===== config.mk =====
export PLATFORM = sky130hd
export DESIGN_NAME = ex_stage
export DESIGN_NICKNAME = d
export VERILOG_FILES = /design/src/rtl/ex_pkg.sv /design/src/rtl/mul_div_unit.sv /design/src/rtl/ex_stage.sv
export SDC_FILE = /design/constraint.sdc
export NUM_CORES = 1
export LEC_CHECK = 0
export ABC_AREA = 1
export CAP_MARGIN = 5
export CORE_UTILIZATION = 40
export DETAILED_ROUTE_END_ITERATION = 8
export PLACE_DENSITY = 0.68
export REMOVE_ABC_BUFFERS = 1
export SYNTH_ARGS = -nofsm -noshare
export SYNTH_HDL_FRONTEND = slang
export SYNTH_SLANG_ARGS = --single-unit
export TNS_END_PERCENT = 30

===== constraint.sdc =====
create_clock -name clk -period 0.8 [get_ports clk]
set_input_delay 0.16 -clock clk [delete_from_list [all_inputs] [get_ports clk]]
set_output_delay 0.16 -clock clk [all_outputs]
set_load 0.01 [all_outputs]

===== src/rtl/ex_pkg.sv =====
// Shared definitions for the execute stage: funct codes, operand modes,
// multiply/divide FSM states and the EX/MEM bundle with its bubble value.
package ex_pkg;

    localparam logic [3:0] FN_ADD  = 4'd0;
    localparam logic [3:0] FN_SUB  = 4'd1;
    localparam logic [3:0] FN_AND  = 4'd2;
    localparam logic [3:0] FN_OR   = 4'd3;
    localparam logic [3:0] FN_SLL  = 4'd4;
    localparam logic [3:0] FN_SRL  = 4'd5;
    localparam logic [3:0] FN_SLT  = 4'd6;
    localparam logic [3:0] FN_MUL  = 4'd7;
    localparam logic [3:0] FN_DIV  = 4'd8;
    localparam logic [3:0] FN_MFHI = 4'd9;

    localparam logic [1:0] MODE_RR   = 2'b00;
    localparam logic [1:0] MODE_SEXT = 2'b01;
    localparam logic [1:0] MODE_ZEXT = 2'b10;
    localparam logic [1:0] MODE_RSVD = 2'b11;

    localparam int MULDIV_CYCLES_DEF = 16;

    typedef enum logic [1:0] {
        MD_IDLE = 2'b00,
        MD_BUSY = 2'b01,
        MD_DONE = 2'b10
    } md_state_e;

    typedef struct packed {
        logic [15:0] alu_result;
        logic [15:0] store_data;
        logic [3:0]  dest_reg;
        logic        wb;
        logic        mem;
    } exmem_t;

    localparam exmem_t EXMEM_BUBBLE = '{alu_result: 16'h0000, store_data: 16'h0000,
                                        dest_reg: 4'h0, wb: 1'b0, mem: 1'b0};

    function automatic logic is_muldiv(input logic [3:0] fn);
        return (fn == FN_MUL) || (fn == FN_DIV);
    endfunction

endpackage


===== src/rtl/mul_div_unit.sv =====
// Iterative unsigned 16x16 multiply (shift-add) and restoring divide, one bit
// per cycle. Only present in builds with EX_MULDIV_EN defined.
`ifdef EX_MULDIV_EN
module mul_div_unit
    import ex_pkg::*;
#(
    parameter int MULDIV_CYCLES = MULDIV_CYCLES_DEF
) (
    input  logic        clk,
    input  logic        rst_n,
    input  logic        start_i,
    input  logic        abort_i,
    input  logic        is_div_i,
    input  logic [15:0] op_a_i,
    input  logic [15:0] op_b_i,
    output md_state_e   state_o,
    output logic [15:0] lo_o,
    output logic [15:0] hi_o
);
    localparam int CNT_W = $clog2(MULDIV_CYCLES + 1);
    localparam logic [CNT_W-1:0] LAST_CNT = CNT_W'(MULDIV_CYCLES - 1);

    md_state_e        state_q, state_d;
    logic [CNT_W-1:0] count_q;
    logic [15:0]      hi_q, lo_q, b_q;
    logic             is_div_q;
    logic [16:0]      mul_sum_s, div_shift_s;
    logic [15:0]      div_diff_s, hi_nx_s, lo_nx_s;
    logic             div_ge_s;

    // One iteration: {hi,lo} is the product accumulator or the remainder/quotient pair
    always_comb begin
        mul_sum_s   = {1'b0, hi_q} + (lo_q[0] ? {1'b0, b_q} : 17'd0);
        div_shift_s = {hi_q, lo_q[15]};
        div_ge_s    = (div_shift_s >= {1'b0, b_q});
        div_diff_s  = div_shift_s[15:0] - b_q;
        if (is_div_q) begin
            hi_nx_s = div_ge_s ? div_diff_s : div_shift_s[15:0];
            lo_nx_s = {lo_q[14:0], div_ge_s};
        end else begin
            hi_nx_s = mul_sum_s[16:1];
            lo_nx_s = {mul_sum_s[0], lo_q[15:1]};
        end
    end

    // Next-state logic; abort always returns to IDLE
    always_comb begin
        state_d = state_q;
        case (state_q)
            MD_IDLE: begin
                if (start_i && !abort_i) state_d = MD_BUSY;
                else                     state_d = MD_IDLE;
            end
            MD_BUSY: begin
                if (abort_i)                  state_d = MD_IDLE;
                else if (count_q == LAST_CNT) state_d = MD_DONE;
                else                          state_d = MD_BUSY;
            end
            MD_DONE: state_d = MD_IDLE;
            default: state_d = MD_IDLE;
        endcase
    end

    // State, counter and datapath registers
    always_ff @(posedge clk or negedge rst_n) begin
        if (!rst_n) begin
            state_q  <= MD_IDLE;
            count_q  <= '0;
            hi_q     <= 16'h0000;
            lo_q     <= 16'h0000;
            b_q      <= 16'h0000;
            is_div_q <= 1'b0;
        end else begin
            state_q <= state_d;
            if (state_q == MD_IDLE && state_d == MD_BUSY) begin
                count_q  <= '0;
                hi_q     <= 16'h0000;
                lo_q     <= op_a_i;
                b_q      <= op_b_i;
                is_div_q <= is_div_i;
            end else if (state_q == MD_BUSY) begin
                count_q <= count_q + CNT_W'(1);
                hi_q    <= hi_nx_s;
                lo_q    <= lo_nx_s;
            end
        end
    end

    assign state_o = state_q;
    assign lo_o    = lo_q;
    assign hi_o    = hi_q;

endmodule
`endif


===== src/rtl/ex_stage.sv =====
// Execute stage producing the EX/MEM register. Define EX_MULDIV_EN to add the
// iterative MUL/DIV unit, HI register and stall; otherwise funct 7/8/9 give 0.
module ex_stage
    import ex_pkg::*;
#(
    parameter int MULDIV_CYCLES = MULDIV_CYCLES_DEF
) (
    input  logic        clk,
    input  logic        rst,
    input  logic [15:0] outDataOp1,
    input  logic [15:0] outDataOp2,
    input  logic [15:0] outConcatZero,
    input  logic [15:0] outSignExtImd,
    input  logic [3:0]  outIdExOp1,
    input  logic [3:0]  outIdExOp2,
    input  logic        outWB,
    input  logic        outMEM,
    input  logic [1:0]  outEX,
    input  logic [3:0]  funct,
    input  logic        flush,
    output logic [15:0] exAluResult,
    output logic [15:0] exStoreData,
    output logic [3:0]  exDestReg,
    output logic        exWB,
    output logic        exMEM,
    output logic        stall
);
    logic [15:0] b_s, alu_s, md_lo_s, hi_rd_s;
    logic [3:0]  dest_s;
    logic        bubble_s;
    exmem_t      exmem_d, exmem_q;

`ifdef EX_MULDIV_EN
    md_state_e   md_state_s;
    logic [15:0] md_hi_s, hi_q;
    logic        muldiv_req_s;

    assign muldiv_req_s = is_muldiv(funct);

    mul_div_unit #(
        .MULDIV_CYCLES(MULDIV_CYCLES)
    ) u_mul_div (
        .clk     (clk),
        .rst_n   (rst),
        .start_i (muldiv_req_s),
        .abort_i (flush),
        .is_div_i(funct == FN_DIV),
        .op_a_i  (outDataOp1),
        .op_b_i  (b_s),
        .state_o (md_state_s),
        .lo_o    (md_lo_s),
        .hi_o    (md_hi_s)
    );

    assign stall    = rst && ((md_state_s == MD_IDLE && muldiv_req_s) || md_state_s == MD_BUSY);
    assign bubble_s = flush || (md_state_s == MD_IDLE && muldiv_req_s) || (md_state_s == MD_BUSY);
    assign hi_rd_s  = hi_q;

    // HI captures the high half/remainder when a completed op retires unflushed
    always_ff @(posedge clk or negedge rst) begin
        if (!rst) begin
            hi_q <= 16'h0000;
        end else if (md_state_s == MD_DONE && !flush) begin
            hi_q <= md_hi_s;
        end
    end
`else
    assign stall    = 1'b0;
    assign bubble_s = flush;
    assign md_lo_s  = 16'h0000;
    assign hi_rd_s  = 16'h0000;
`endif

    // Operand B and destination select; reserved mode behaves as R-type
    always_comb begin
        case (outEX)
            MODE_SEXT: begin b_s = outSignExtImd; dest_s = outIdExOp1; end
            MODE_ZEXT: begin b_s = outConcatZero; dest_s = outIdExOp1; end
            default:   begin b_s = outDataOp2;    dest_s = outIdExOp2; end
        endcase
    end

    // Single-cycle ALU plus MUL/DIV/MFHI result routing
    always_comb begin
        case (funct)
            FN_ADD:  alu_s = outDataOp1 + b_s;
            FN_SUB:  alu_s = outDataOp1 - b_s;
            FN_AND:  alu_s = outDataOp1 & b_s;
            FN_OR:   alu_s = outDataOp1 | b_s;
            FN_SLL:  alu_s = outDataOp1 << b_s[3:0];
            FN_SRL:  alu_s = outDataOp1 >> b_s[3:0];
            FN_SLT:  alu_s = ($signed(outDataOp1) < $signed(b_s)) ? 16'h0001 : 16'h0000;
            FN_MUL:  alu_s = md_lo_s;
            FN_DIV:  alu_s = md_lo_s;
            FN_MFHI: alu_s = hi_rd_s;
            default: alu_s = outDataOp1;
        endcase
    end

    // EX/MEM next value: bubble or the current instruction's results
    always_comb begin
        if (bubble_s) begin
            exmem_d = EXMEM_BUBBLE;
        end else begin
            exmem_d = '{alu_result: alu_s, store_data: outDataOp2, dest_reg: dest_s,
                        wb: outWB, mem: outMEM};
        end
    end

    // EX/MEM pipeline register
    always_ff @(posedge clk or negedge rst) begin
        if (!rst) begin
            exmem_q <= EXMEM_BUBBLE;
        end else begin
            exmem_q <= exmem_d;
        end
    end

    assign exAluResult = exmem_q.alu_result;
    assign exStoreData = exmem_q.store_data;
    assign exDestReg   = exmem_q.dest_reg;
    assign exWB        = exmem_q.wb;
    assign exMEM       = exmem_q.mem;

endmodule


==> results of run 1 <==
-- repair_timing --
| item | CTS | global route |
|---|---|---|
| hold buffers | 1 | 0 |
| pin swaps | 76 | 36 |
| gates resized for setup | 386 | 70 |
| gates cloned | 3 | 0 |
| buffers inserted | 37 | 8 |
| endpoints found under the setup margin | 58 | 76 |
| hold endpoints to repair | 38 | 0 |
-- power breakdown --
group | leakage [µW] | internal [µW] | switching, µW
combinational | 0.00435 | 4350 | 5140
sequential | 0.000493 | 2050 | 58.3
clock | 0.0000729 | 1240 | 1020
total | 0.00491 | 7640 | 6220
-- logic make-up after synthesis --
logic type      synth area share [%]
simple gates                   39.44
compound gates                 17.97
buf+inv                        12.97
fa+ha+maj                      11.89
flops                          17.51
xor+xnor                      0.1613
other cells                  0.06904
-- flip-flops by register name, summed over array words and instances (netlist names) --
name	flops
exDestReg	4
exStoreData	16
exAluResult	16
exWB	1
exMEM	1
-- layer usage --
layer / wire length (µm) / up-vias / track usage, %
met1: 11710 / 3855 / 51.00
met4: 1587 / 0 / 20.33
li1: - / 3757 / -
met2: 13590 / 498 / 65.06
met3: 2412 / 126 / 5.502
met5: 0 / - / 0
-- per-stage QoR --
step	total power, µW	hold WS [ns]	setup WS [ns]	std cells
after floorplan	5374	-0.1356	-2.383	868
after global placement	9160	0.1536	-2.696	1397
after detailed placement	9188	0.1585	-2.727	1397
after CTS	12910	0.3675	-1.549	1446
after global routing	14460	0.3684	-1.799	1451
final	13860	0.3375	-1.701	1451
-- worst max-delay path by stage --
stage          startpoint               to  cells after the start
2_1_floorplan    outEX[0]  exAluResult[14]                     17
3_3_place_gp     outEX[0]   exAluResult[5]                     18
3_5_place_dp     outEX[0]   exAluResult[5]                     18
4_1_cts          outEX[1]  exAluResult[15]                     16
5_1_grt          outEX[0]  exAluResult[12]                     17
6_report         outEX[0]  exAluResult[13]                     20
-- placed cells by master (no fill, tap or decap), types with 3 or more instances in the layout --
master	n
nor3_1	7
a21oi_4	5
nor3_4	4
a21o_1	3
nand4_1	10
o211ai_1	7
nor2_2	14
nand2_4	12
o21bai_4	3
buf_4	242
ha_4	17
buf_12	10
o21ai_0	42
clkdlybuf4s50_1	78
a21oi_1	33
nor3_2	4
a21oi_2	18
a211oi_2	3
nor2_1	78
inv_4	4
o21ai_1	12
nand2_1	157
inv_1	101
buf_2	24
o21ai_4	5
ha_2	7
nand3_1	145
dfrtp_1	38
o221ai_1	3
inv_2	15
nand3_2	13
ha_1	26
o21ai_2	11
a221o_1	12
clkbuf_16	5
nor2_4	11
buf_6	39
nand2_2	25
-- cells in the mapped netlist, types with 5 or more instances --
cell type  number
nand2_2         5
nor3_1         15
nand2_1       187
buf_6           5
a21oi_1        55
buf_4           5
nand3_1       158
dfrtp_1        38
o211ai_1        7
inv_1         117
ha_1           50
buf_2          18
clkbuf_1       15
a221o_1        12
nor2_1        103
nand4_1        10
o21ai_0        65
-- final cells by class --
class / count / area share (%)
Tap cell: 176 / 2.217
Clock buffer: 6 / 1.398
Inverter: 122 / 4.762
Timing Repair Buffer: 398 / 34.61
Multi-Input combinational cell: 708 / 47.24
Clock inverter: 2 / 0.1260
Timing Repair inverter: 1 / 0.07559
Sequential cell: 38 / 9.574
==> reports/results.txt, run 1 <==
Via Count - 8,236
Seq cells post-synth - 38
Crit path buffers/inverters - 8
Diode count - 0
TritonCTS clock tree - built
Origin of the worst min-delay path - flush
1st-pass router iterations - 6
Post-DP Area - 8453 µm²
Largest net degree at the start of global routing - 39
Antenna Nets Post-Route - 0
Vias in the first global route - 7,849
Total GRT Usage - 39.81%
EDFF count, synth - 0
Worst Path Max Fanout - 6
Hold Path End - exStoreData[0]
Peak Freq - 399.8 MHz
Warnings, synthesis - 0
Leakage - 0.004912 µW
Worst Path Required - 0.99 ns
CP max stage cell - ha_4
Root Driver - clkbuf_16
Port Buf Inserts - 120
Outcome - complete, but fails checks
Fillers - 1,009
Top Ports - 122
Top post-synthesis cells by area - dfrtp_1, nand3_1, nand2_1, ha_1, inv_1
Final hold violation count - 0
Unrepaired setup endpoints after global routing - true
Synth Instances - 912
Initial Util - 41.01%
H-tree levels - 2
Max incr delay on CP - 0.36 ns
Initial antenna violation count - 0
Row Count - 42
Top_reg_cell synth - dfrtp_1
Synthesized area - 5431 µm²
Area delta synth->final - 82.86%
Reg clk slew, reported paths - 0.08 ns
Cells on Worst Hold Path - 3
Avg WL per Cell - 20.19 µm
Setup TNS - -32.23 ns
Die width - 118.5 µm
Tmin final - 2.501 ns
Nets - 1,408
Sequential cell area - 950.9 µm²
Die height - 118.5 µm
Total CTS buffers - 5
Design area - 9932 µm²
Iteration-0 DRC Markers - 727
Yosys cell types - 41
Worst path most repeated cell - nor2_1
Tcrit/Tclk final - 312.7%
CP Cell Sequence - buf_8, inv_4, ha_4, clkinvlp_4, buf_4, o21ai_4, buf_6, buf_6, inv_2, ha_4, inv_2, nand2_4, nand2_2, nand2_2, a211oi_2, nand2_1, nor2_1, nor2_1, nor2_1, a21oi_1
Leading area contributor after synthesis - dfrtp_1
Violated checks - negative setup slack
Async S/R FF share, synth - 100.0%
Crit path max-delay family - buffers and inverters
Startpoint types - input port
CTS sink cnt - 38
Max Buffers Root-to-Sink - 2
Syn_area_per_cell - 5.956 µm²
Die area - 14,050 µm²
Arr. time, crit path - 2.69 ns
Crit Path Class - in -> reg
VDD IR max - 1.097 mV
Residual DRC - 0
Routed wire length - 29,300 µm
Post-synth top area share - 17.51%
First-pass GRT wire length - 42,820 µm
Max cap viols - 0
Class of the worst hold path - in -> reg
Final Util - 75.00%
Routability cong. - 1.016
Power per Cell Area - 1396 nW/µm²
Worst Setup End Kind - register
DPL Wire Length - 20,770 µm
Final setup viols - 58
Core Box Area - 13,240 µm²
Slew Viols, Final - 0
DR vias/cell - 5.676
PnR worst setup slack - -1.701 ns
Post-synthesis sequential area ratio - 17.51%
Grt total ovfl - 0
Layout cells sized above 1 - 39.84%
Multi-input gate area - 4692 µm²
Note: power is estimated with default switching activity, not from simulation.
==> inputs of run 2 (changes only) <==
--- a/config.mk
+++ b/config.mk
@@ -7,9 +7,9 @@
 export LEC_CHECK = 0
 export ABC_AREA = 1
 export CAP_MARGIN = 5
-export CORE_UTILIZATION = 40
+export CORE_UTILIZATION = 47
 export DETAILED_ROUTE_END_ITERATION = 8
-export PLACE_DENSITY = 0.68
+export PLACE_DENSITY = 0.78
 export REMOVE_ABC_BUFFERS = 1
 export SYNTH_ARGS = -nofsm -noshare
 export SYNTH_HDL_FRONTEND = slang
==> constraint.sdc (replaced) <==
create_clock -name clk -period 0.8 [get_ports clk]
set_input_delay 0.08 -clock clk [delete_from_list [all_inputs] [get_ports clk]]
set_output_delay 0.08 -clock clk [all_outputs]
set_load 0.01 [all_outputs]
==> reports/results.txt, run 2 <==
Synthesized area - 5431 µm²
Post-synth top cells - nand2_1, nand3_1, inv_1
Async S/R FF share, synth - 100.0%
Worst EP kind - sequential cell input
Warnings, synthesis - 0
Initial Util - 49.24%
Row Count - 38
# placed instances - 1,356
Largest net degree at the start of global routing - 39
Die width - 109.5 µm
CTS sink cnt - 38
Synth Instances - 912
Leading area contributor after synthesis - dfrtp_1
Die height - 109.5 µm
Routability cong. - 1.017
Total GRT Usage - 80.19%
Grt total ovfl - 157
Seq cells post-synth - 38
Top post-synthesis cells by area - dfrtp_1, nand3_1, nand2_1, ha_1, inv_1
Port Buf Inserts - 120
Syn_area_per_cell - 5.956 µm²
Root Driver - clkbuf_16
Post-synthesis sequential area ratio - 17.51%
DPL Wire Length - 20,370 µm
EDFF count, synth - 0
Max Buffers Root-to-Sink - 2
Top_reg_cell synth - dfrtp_1
Top Ports - 122
First Err - [ERROR GRT-0232] Routing congestion too high. Check the congestion heatmap in the GUI.
Last stage reached - 5_1_grt
Total CTS buffers - 5
Outcome - did not finish
H-tree levels - 2
Yosys cell types - 41
Post-synth top area share - 17.51%
Most frequent cell after synthesis - nand2_1
GR repair worst EP - exAluResult[14]$_DFF_PN0_/D
## run 2: cell counts after synthesis
No cell type changed its count.
## run 2: timing repair
item / in CTS
setup buffers: 31
hold buffers: 1
endpoints found under the hold margin: 38
endpoints found under the setup margin: 58
gates cloned: 2
pin swaps: 82
gates resized for setup: 422
## run 2: cells by family after synthesis
| kind of cell | after synthesis | share of synthesized area (%) |
|---|---|---|
| fa+ha+maj | 51 | 11.89 |
| compound gates | 166 | 17.97 |
| other cells | 1 | 0.06904 |
| simple gates | 489 | 39.44 |
| xor+xnor | 1 | 0.1613 |
| flops | 38 | 17.51 |
| buf+inv | 166 | 12.97 |
## run 2: layer usage
| layer | track usage [%] | GRT overflow |
|---|---|---|
| met1 | 78.53 | 0 |
| met2 | 98.20 | 92 |
| met3 | 61.17 | 0 |
| met4 | 89.43 | 65 |
| met5 | 21.43 | 0 |
## run 2: stage by stage
step                instance area, µm²  hold WS (ns)  setup TNS, ns  worst slack (ns)  util (%)
CTS                               9560        0.2842         -23.93            -1.396     86.67
detailed placement                8333       0.07182         -51.38            -2.745     75.54
global placement                  8333       0.06028         -48.79            -2.636     75.54
floorplan                         5187       -0.2156         -34.87            -2.303         -
==> inputs of run 3 (changes only) <==
--- a/config.mk
+++ b/config.mk
@@ -7,9 +7,9 @@
 export LEC_CHECK = 0
 export ABC_AREA = 1
 export CAP_MARGIN = 5
-export CORE_UTILIZATION = 47
+export CORE_UTILIZATION = 40
 export DETAILED_ROUTE_END_ITERATION = 8
-export PLACE_DENSITY = 0.78
+export PLACE_DENSITY_LB_ADDON = 0.15
 export REMOVE_ABC_BUFFERS = 1
 export SYNTH_ARGS = -nofsm -noshare
 export SYNTH_HDL_FRONTEND = slang
==> constraint.sdc (replaced) <==
create_clock -name clk -period 1.05 [get_ports clk]
set_input_delay 0.105 -clock clk [delete_from_list [all_inputs] [get_ports clk]]
set_output_delay 0.105 -clock clk [all_outputs]
set_load 0.01 [all_outputs]
==> reports/results.txt, run 3 (same netlist as run 1, synthesis figures left out) <==
Outcome - complete, but fails checks
Total CTS buffers - 5
Clock group share of total power - 16.5%
Setup TNS - -18.59 ns
Row Count - 42
Worst Path Required - 1.23 ns
Vias in the first global route - 7,319
Antenna Nets Post-Route - 0
Layout cells sized above 1 - 36.52%
Power per Cell Area - 1051 nW/µm²
Peak Freq - 431.7 MHz
Worst hold margin - 0.3167 ns
Violated checks - negative setup slack
Max Buffers Root-to-Sink - 2
Die width - 118.5 µm
Reg clk slew, reported paths - 0.07 ns
Most common cell after layout, fill and taps aside - buf_4
Hold Path End - exMEM
Slew HR - 64.61%
Flop pwr share - 15.5%
Place WS - -2.694 ns
Worst Path Max Fanout - 7
Crit Path Class - in -> reg
Tmin final - 2.317 ns
TritonCTS clock tree - built
Slew @ Worst Pin - 0.5253 ns
Residual DRC - 0
Area delta synth->final - 80.42%
CTS sink cnt - 38
CP Cell Sequence - buf_6, buf_6, ha_4, buf_4, a221o_1, o21ai_2, buf_4, inv_1, buf_4, ha_1, nand2_2, nand2_2, nand3_2, nand2_2, a21oi_2, nand3_1, nand2_1, nor2_1, nor2_1, a21oi_1
Routability cong. - 1.011
Tcrit/Tclk final - 220.6%
DR vias/cell - 5.465
Avg WL per Cell - 18.83 µm
Max cap viols - 0
Grt total ovfl - 0
Comb power frac - 68.0%
CP max stage cell - a221o_1
Int Power - 5728 µW
Initial antenna violation count - 1
Leakage - 0.004783 µW
Total GRT Usage - 36.87%
Origin of the worst min-delay path - outMEM
Core Box Area - 13,240 µm²
1st-pass router iterations - 6
Final hold violation count - 0
Unrepaired setup endpoints after global routing - true
Sw Ratio - 44.36%
H-tree levels - 2
Max incr delay on CP - 0.33 ns
VDD IR max - 0.6790 mV
Class of the worst hold path - in -> reg
Port Buf Inserts - 120
First-pass GRT wire length - 39,590 µm
Final Util - 74.00%
DPL Wire Length - 20,740 µm
Psw - 4568 µW
Root Driver - clkbuf_16
Final setup viols - 16
Initial Util - 41.01%
Arr. time, crit path - 2.50 ns
Startpoint types - input port
Fillers - 1,101
Slew Viols, Final - 0
Top Ports - 122
Via Count - 7,820
Nets - 1,387
PnR worst setup slack - -1.267 ns
Iteration-0 DRC Markers - 714
Most frequent cells in the layout - buf_4, nand3_1, nand2_1
Largest net degree at the start of global routing - 39
Cells on Worst Hold Path - 3
Die area - 14,050 µm²
Overall Power - 10,300 µW
Worst Setup End Kind - register
Die height - 118.5 µm
Routed wire length - 26,950 µm
run 3: what timing repair did:
item                                   4_1_cts  5_1_grt
pin swaps                                   61       42
endpoints found under the hold margin       38        0
hold buffers                                 1        0
resized for setup                          264       96
setup endpoints to repair                   58       35
buffers inserted                            24       12
cloned                                       0        0
run 3: area by class of cell:
class / instances / area [µm²] / area share [%]
Clock buffer: 6 / 138.9 / 1.417
Timing Repair Buffer: 378 / 3317 / 33.85
Tap cell: 176 / 220.2 / 2.247
Antenna cell: 1 / 2.502 / 0.02554
Inverter: 122 / 478.0 / 4.877
Clock inverter: 2 / 12.51 / 0.1277
Sequential cell: 38 / 950.9 / 9.704
Multi-Input combinational cell: 708 / 4679 / 47.75
run 3: layer usage:
metal  track usage (%)  wire length, µm  part of all wire (%)
met5                 0                0                     0
met4             15.59             1198                   4.4
met3             6.081             2164                   8.0
met1             48.77            11220                    42
met2             59.14            12360                    46
run 3: power groups by stage:
| stage | sequential [µW] | combinational (µW) | clock, µW |
|---|---|---|---|
| final | 1590 | 7000 | 1700 |
| after global routing | 1600 | 7440 | 1760 |
| after CTS | 1590 | 6290 | 1710 |
| after detailed placement | 1620 | 5360 | 0 |
| after global placement | 1620 | 5360 | 0 |
| after floorplan | 1680 | 2420 | 0 |
run 3: metrics by stage:
stage / cell area [µm²] / instances
6_report: 9799 / 1431
5_1_grt: 9799 / 1431
4_1_cts: 9395 / 1418
3_5_place_dp: 8351 / 1385
3_3_place_gp: 8351 / 1385
2_1_floorplan: 5187 / 868
run 3: how the worst max path moves through the flow:
stage          cells after the start               to      from  slack (ns)
3_5_place_dp                      22   exAluResult[6]  outEX[0]       -2.69
4_1_cts                           23   exAluResult[6]  outEX[0]       -1.25
5_1_grt                           16  exAluResult[15]  outEX[0]       -1.39
2_1_floorplan                     17  exAluResult[14]  outEX[0]       -2.08
6_report                          20  exAluResult[14]  outEX[0]       -1.27
3_3_place_gp                      22   exAluResult[6]  outEX[0]       -2.61
run 3: critical path, delay by kind of cell:
kind                     cells  cell delay, ns
AO/OA/AOI/OAI                4            0.67
adder cells (fa/ha/maj)      2            0.37
buffers and inverters        6            0.67
AND/OR/NAND/NOR              8            0.67
==> inputs of run 4 (changes only) <==
--- a/config.mk
+++ b/config.mk
@@ -13,5 +13,6 @@
 export REMOVE_ABC_BUFFERS = 1
 export SYNTH_ARGS = -nofsm -noshare
 export SYNTH_HDL_FRONTEND = slang
+export SYNTH_HIERARCHICAL = 1
 export SYNTH_SLANG_ARGS = --single-unit
 export TNS_END_PERCENT = 30
==> results of run 4 <==
No change in the layout: final DEF, timing and power equal those of run 3.
Main changes from that run: Yosys warning count 0 -> 6
